[config.mk]
export PLATFORM = sky130hd
export DESIGN_NAME = mul_arbiter_ctrl
export DESIGN_NICKNAME = d
export VERILOG_FILES = /design/src/rtl/mul_arbiter_ctrl.sv
export SDC_FILE = /design/constraint.sdc
export NUM_CORES = 1
export LEC_CHECK = 0
export CAP_MARGIN = 20
export CORE_MARGIN = 4
export CORE_UTILIZATION = 35
export CTS_CLUSTER_SIZE = 40
export DETAILED_ROUTE_END_ITERATION = 8
export GPL_ROUTABILITY_DRIVEN = 0
export PLACE_DENSITY_LB_ADDON = 0.2
export SETUP_SLACK_MARGIN = 0.15
export SYNTH_ARGS = -nofsm -noshare
export SYNTH_HDL_FRONTEND = slang
export SYNTH_SLANG_ARGS = --single-unit
[constraint.sdc]
create_clock -name clk -period 2.9 [get_ports clk]
set_clock_uncertainty 0.05 [all_clocks]
set_input_delay 0.87 -clock clk [delete_from_list [all_inputs] [get_ports clk]]
set_output_delay 0.87 -clock clk [all_outputs]
set_load 0.05 [all_outputs]
[src/rtl/mul_arbiter_ctrl.sv]
// mul_arbiter_ctrl
// Shares one external 4x4 shift-add multiplier between two requesters.
// Grants round-robin, pulses the multiplier load strobe with the winner's
// operands, waits MUL_CYCLES iteration cycles, captures the 8-bit product and
// returns it to the winner with a one-cycle done pulse.
//
// Ports:
//   clk, rst        clock; synchronous active-low reset
//   req0, a0, b0    requester 0 request and operands (held until done0)
//   req1, a1, b1    requester 1 request and operands (held until done1)
//   done0, done1    one-cycle result-valid pulses
//   res             last captured product, held until the next capture
//   busy            high whenever a job is in flight
//   mul_ld          load strobe to the multiplier
//   mul_a, mul_b    operands to the multiplier (zero outside the load cycle)
//   mul_y           product from the multiplier
module mul_arbiter_ctrl #(
    parameter int unsigned MUL_CYCLES = 4
) (
    input  logic       clk,
    input  logic       rst,
    input  logic       req0,
    input  logic [3:0] a0,
    input  logic [3:0] b0,
    input  logic       req1,
    input  logic [3:0] a1,
    input  logic [3:0] b1,
    output logic       done0,
    output logic       done1,
    output logic [7:0] res,
    output logic       busy,
    output logic       mul_ld,
    output logic [3:0] mul_a,
    output logic [3:0] mul_b,
    input  logic [7:0] mul_y
);

    typedef enum logic [1:0] {StIdle, StLoad, StRun, StCap} state_e;

    // Last RUN cycle count; cnt starts at 0 in the first RUN cycle.
    localparam logic [3:0] CntLast = 4'(MUL_CYCLES - 1);

    state_e     state_q, state_d;
    logic [3:0] op_a_q, op_a_d;
    logic [3:0] op_b_q, op_b_d;
    logic       gnt_q, gnt_d;
    logic       last_grant_q, last_grant_d;
    logic [3:0] cnt_q, cnt_d;
    logic       done0_q, done0_d;
    logic       done1_q, done1_d;
    logic [7:0] res_q, res_d;
    logic       mul_ld_q, mul_ld_d;
    logic [3:0] mul_a_q, mul_a_d;
    logic [3:0] mul_b_q, mul_b_d;

    logic elig0, elig1, grant_valid, grant_sel;

    // A requester still holding req during its own done cycle is not eligible;
    // that keeps a finished job from being granted again immediately.
    always_comb begin
        elig0       = req0 & ~done0_q;
        elig1       = req1 & ~done1_q;
        grant_valid = elig0 | elig1;
        grant_sel   = (elig0 & elig1) ? ~last_grant_q : elig1;
    end

    // State register
    always_ff @(posedge clk) begin
        if (!rst) begin
            state_q <= StIdle;
        end else begin
            state_q <= state_d;
        end
    end

    // Next-state logic
    always_comb begin
        state_d = state_q;
        unique case (state_q)
            StIdle: if (grant_valid) state_d = StLoad;
            StLoad: state_d = StRun;
            StRun:  if (cnt_q == CntLast) state_d = StCap;
            StCap:  state_d = StIdle;
            default: state_d = StIdle;
        endcase
    end

    // Output / datapath next values
    always_comb begin
        op_a_d       = op_a_q;
        op_b_d       = op_b_q;
        gnt_d        = gnt_q;
        last_grant_d = last_grant_q;
        cnt_d        = cnt_q;
        res_d        = res_q;
        done0_d      = 1'b0;
        done1_d      = 1'b0;
        mul_ld_d     = 1'b0;
        mul_a_d      = 4'd0;
        mul_b_d      = 4'd0;
        unique case (state_q)
            StIdle: begin
                if (grant_valid) begin
                    gnt_d        = grant_sel;
                    last_grant_d = grant_sel;
                    op_a_d       = grant_sel ? a1 : a0;
                    op_b_d       = grant_sel ? b1 : b0;
                    // Strobe and operands are registered so they appear in LOAD.
                    mul_ld_d     = 1'b1;
                    mul_a_d      = grant_sel ? a1 : a0;
                    mul_b_d      = grant_sel ? b1 : b0;
                end
            end
            StLoad: cnt_d = 4'd0;
            StRun:  cnt_d = cnt_q + 4'd1;
            StCap: begin
                res_d   = mul_y;
                done0_d = ~gnt_q;
                done1_d = gnt_q;
            end
            default: ;
        endcase
    end

    // Datapath registers; reset aborts any job without a done pulse.
    always_ff @(posedge clk) begin
        if (!rst) begin
            op_a_q       <= 4'd0;
            op_b_q       <= 4'd0;
            gnt_q        <= 1'b0;
            last_grant_q <= 1'b1;
            cnt_q        <= 4'd0;
            res_q        <= 8'd0;
            done0_q      <= 1'b0;
            done1_q      <= 1'b0;
            mul_ld_q     <= 1'b0;
            mul_a_q      <= 4'd0;
            mul_b_q      <= 4'd0;
        end else begin
            op_a_q       <= op_a_d;
            op_b_q       <= op_b_d;
            gnt_q        <= gnt_d;
            last_grant_q <= last_grant_d;
            cnt_q        <= cnt_d;
            res_q        <= res_d;
            done0_q      <= done0_d;
            done1_q      <= done1_d;
            mul_ld_q     <= mul_ld_d;
            mul_a_q      <= mul_a_d;
            mul_b_q      <= mul_b_d;
        end
    end

    always_comb begin
        busy   = (state_q != StIdle);
        done0  = done0_q;
        done1  = done1_q;
        res    = res_q;
        mul_ld = mul_ld_q;
        mul_a  = mul_a_q;
        mul_b  = mul_b_q;
    end

endmodule

; Word-level counts from Yosys, hierarchy flattened
; Index checks and enable logic that the tools add are counted.
[totals]
output_inout_bits = 20
reg_bits = 27
word_cells = 41
[classes]
muxes = 8
add_sub_neg = 1
bitwise = 8
n_eq_ne = 6
n_reduce_logical = 8
[op_table]
columns = op, n
row1 = 4-bit 2-to-1 mux, 2
row2 = 2-bit case mux with 4 select lines, 1
row3 = 4-bit case mux with 2 select lines, 1
row4 = 2-bit AND reduction, 4
row5 = 4-bit by 1-bit adder with 4-bit output (second input constant), 1
row6 = 2-bit equality test (second input constant), 2
row7 = 4-bit by 2-bit equality test with 1-bit output (second input constant), 1
row8 = 2-bit 2-to-1 mux, 2
row9 = 2-bit inequality test (second input constant), 2
row10 = 1-bit inverter, 4
row11 = 2-bit nonzero test, 2
row12 = 1-bit AND, 3
row13 = 3-bit AND reduction, 1
row14 = 2-bit by 1-bit equality test with 1-bit output (second input constant), 1
row15 = 2-bit zero test, 1
row16 = 1-bit 2-to-1 mux, 2
row17 = 1-bit bitwise OR, 1

; Depth between registers and ports, before layout
[depth]
depth_word = 5
depth_mapped = 6
ltp_nobuf = 6

; Least setup slack after synthesis
; OpenSTA, ideal clock, no wires.
[synth_timing]
path_kind = reg2out
start = register state_q[0]
end = output busy
slack_ns = 1.071
path_stages_with_launch = 4
t_required_ns = 1.980
arrival_time_ns = 0.909
path_cell_list = dfxtp_1 -> inv_1 -> ha_1 -> inv_1
[synth_via]
elab_chain_cells = 1
[synth_lines]
columns = item, line
row1 = from (decl), 43  ; state_e state_q, state_d;
row2 = from (signal assigned), 70  ; state_q <= StIdle;
row3 = from (signal assigned), 72  ; state_q <= state_d;
row4 = 2-bit nonzero test, 155  ; busy = (state_q != StIdle);
row5 = to (decl), 31  ; output logic busy,
; Every way passes these cells.

; Worst setup path in the final report
; Same ends and word-level chain as after synthesis.

==> results.sh <==
export IMPL_run_status="finished, final reports clean"
export IMPL_detail_route_antenna_nets=0
export IMPL_path_class="register to output pin"
export IMPL_cp_max_fo=3
export IMPL_antenna_found_initial=0
export IMPL_end_kind="output pin"
export IMPL_diodes=0
export IMPL_path_depth=4
export IMPL_final_cell_mix="46 x clkdlybuf4s50_1, 27 x dfxtp_1, 17 x mux2i_1, 9 x nor2b_1, 9 x nor2_1"
export IMPL_pwr_share_clk_pct=14.5
export IMPL_start_util_pct=36.6
export IMPL_via_per_inst=4.57
export IMPL_p_sw_share_pct=38.6
export IMPL_p_per_area_nw_per_um2=659
export IMPL_hold_viol_final=0
export IMPL_reg2reg_to="state_q[0]$_SDFFE_PN0P_"
export IMPL_wl_per_cell_um=11.6
export IMPL_start_kind="register"
export IMPL_r2r_cells=5
export IMPL_cts_sinks=27
export IMPL_synth_area_leaders="dfxtp_1 49%, mux2i_1 15%, ha_1 5.6%, nor2b_1 5.1%, nor2_1 3.1%"
export IMPL_slowest_delay_ns=0.52
export IMPL_slew_viol_final=0
export IMPL_yosys_area_top_type="dfxtp_1"
export IMPL_fin_tns_setup_ns=0
export IMPL_row_count=20
export IMPL_p_sw_uw=419
export IMPL_ys_seq_area_share_pct=48.8
export IMPL_synthDistinctLibCells=27
export IMPL_syn2layout_area_growth_pct=48.9
export IMPL_vdd_drop_max_uv=276
export IMPL_rsz0062_at_grt="false"
export IMPL_cp_endpoint="busy"
export IMPL_ys_ff_latch=27
export IMPL_io_buffers=47
export IMPL_cp_common_cell="inv_1"
export IMPL_worstPathArrival_ns=1.60
export IMPL_cts_tree="built"
export IMPL_grt_max_degree=20
export IMPL_startpoint="state_q[0]$_SDFFE_PN0P_"
export IMPL_fin_total_pwr_mw=1.09
export IMPL_synth_nets=141
export IMPL_reg2reg_slack_ns=1.41
export IMPL_setup_viol=0
export IMPL_drc=0
export IMPL_clockBufferDepth=2
export IMPL_drt_iter0_drc=22
export IMPL_max_cap_violations=0
export IMPL_path_clk_slew_ns=0.14
export IMPL_core_area_um2=3030
export IMPL_cp_top_family="buffers and inverters"
export IMPL_clk_latency_ns=0.32
export IMPL_syn_area_um2=1110
export IMPL_overflow=0
export IMPL_final_common_cell="clkdlybuf4s50_1"
export IMPL_placedCellCount=197
export IMPL_critPathSlowestCell="dlygate4sd2_1"
export IMPL_cts_htree_levels=1
export IMPL_firstDrtPassIters=4
export IMPL_cp_cell_sequence="inv_1 -> ha_1 -> inv_1 -> dlygate4sd2_1"
export IMPL_yosys_warnings=0
export IMPL_finalCritPeriodShare_pct=86.8
export IMPL_routed_wl_um=2320
export IMPL_fin_ws_ns=0.384
export IMPL_power_frac_comb_pct=44.0
export IMPL_place_hpwl_um=1850
export IMPL_syn_inst=108
export IMPL_cts_resized=1
export IMPL_dp_slack_ns=0.439
export IMPL_rr_startpoint="state_q[0]$_SDFFE_PN0P_"
export IMPL_die_area_um2=4130
export IMPL_worst_ep_required_time_ns=1.98
export IMPL_grtUsageTotal_pct=12.3
export IMPL_finish_instance_area_um2=1650
export IMPL_hold_buffers=0
export IMPL_max_clock_freq_ghz=0.397
export IMPL_grt_first_pass_wirelength_um=4030
export IMPL_leakagePower_nw=0.656
export IMPL_fp_dieH_um=64.2
export IMPL_ios=48
export IMPL_pwr_share_seq_pct=41.6
export IMPL_cts_buffers_inserted=3
export IMPL_worstMarginPinSlew_ns=0.555
export IMPL_ctsRootBufferMaster="clkbuf_4"
export IMPL_drive_above_1_share_pct=4.46
export IMPL_die_x_um=64.2
export IMPL_layoutNonFillerInstCount=201
export IMPL_yosysTopAreaCellShare_pct=48.8
export IMPL_min_period_ns=2.52
export IMPL_min_path_type="register to register"
export IMPL_cts_setup_buffers=0
export IMPL_placed_cell_area_um2=1620
export IMPL_nets=191
export IMPL_via_count=919
export IMPL_first_global_vias=956
export IMPL_timing_slew_headroom_pct=63.0
export IMPL_internal_power_uw=668
export IMPL_syn_avg_cell_area_um2=10.3
export IMPL_critPathBufInv=3
[through the flow]
step           hold WS [ns]  utilization [%]
2_1_floorplan         0.354                -
3_3_place_gp          0.370             53.6
3_5_place_dp          0.377             53.6
4_1_cts               0.384             54.5
5_1_grt               0.404             54.5
6_report              0.383             54.5
[per-layer routing]
layer / vias to the layer above / wire (µm) / track usage (%)
met4: 0 / 26 / 3.96
met1: 412 / 1010 / 13.8
li1: 460 / - / -
met5: - / 0 / 0
met2: 42 / 1040 / 20.7
met3: 5 / 246 / 5.45
[how the worst min path moves through the flow]
stage | from | to | cells past startpoint
final | gnt_q$_SDFFE_PN0P_ | done0$_SDFF_PN0_ | 1
after global placement | gnt_q$_SDFFE_PN0P_ | done0$_SDFF_PN0_ | 1
after CTS | gnt_q$_SDFFE_PN0P_ | done0$_SDFF_PN0_ | 1
after detailed placement | gnt_q$_SDFFE_PN0P_ | done0$_SDFF_PN0_ | 1
after floorplan | gnt_q$_SDFFE_PN0P_ | done0$_SDFF_PN0_ | 1
after global routing | gnt_q$_SDFFE_PN0P_ | done0$_SDFF_PN0_ | 1
[sequential cells by signal (all words and copies together) (netlist names), 2 cells and up]
| signal | cells |
|---|---|
| res | 8 |
| cnt_q | 4 |
| mul_a | 4 |
| mul_b | 4 |
| state_q | 2 |
[worst reg2reg max path: stages, from the launching register on]
cell and delay (ns):
dfxtp_1 0.36, inv_1 0.10, ha_1 0.20, inv_1 0.06, o32a_1 0.38, o221a_2 0.25
[synthesized netlist by cell type]
cell type,number
o21a_1,1
nand4b_1,1
nand3_1,4
nor2b_4,1
and2_1,1
o32a_1,1
clkbuf_1,2
nor2_1,9
nor2b_1,9
dfxtp_1,27
o211ai_1,1
mux2i_1,17
nor3b_1,1
nand2_1,7
nand2b_1,1
o21ai_0,3
and3_1,1
o221a_2,1
or2_1,1
buf_6,1
nor3_1,1
a21bo_1,1
ha_1,5
inv_1,6
a21boi_1,1
a21boi_0,3
buf_2,1
[logic make-up (layout without fill, tap and decap cells)]
group / after synthesis / count (layout) / synth area share (%)
buffers and inverters: 10 / 59 / 4.18
muxes: 17 / 17 / 15.4
AOI/OAI and AO/OA: 12 / 12 / 8.25
DFF: 27 / 27 / 48.8
adders and majority gates: 5 / 5 / 5.65
and+or+nand+nor: 37 / 37 / 17.7
[power groups by stage]
stage | sequential [mW] | combinational (mW) | clock [mW]
2_1_floorplan | 0.569 | 0.217 | 0
3_3_place_gp | 0.458 | 0.480 | 0
3_5_place_dp | 0.461 | 0.488 | 0
4_1_cts | 0.452 | 0.484 | 0.168
5_1_grt | 0.460 | 0.515 | 0.180
6_report | 0.452 | 0.478 | 0.157
[layout make-up]
type / instances / area (µm²)
clock buffer: 4 / 26.3
fill: 295 / 1380
inverter: 6 / 22.5
multi-input combinational: 71 / 520
sequential: 27 / 541
tap: 44 / 55.1
timing repair buffer: 49 / 484
(Power assumes the default switching activity.)
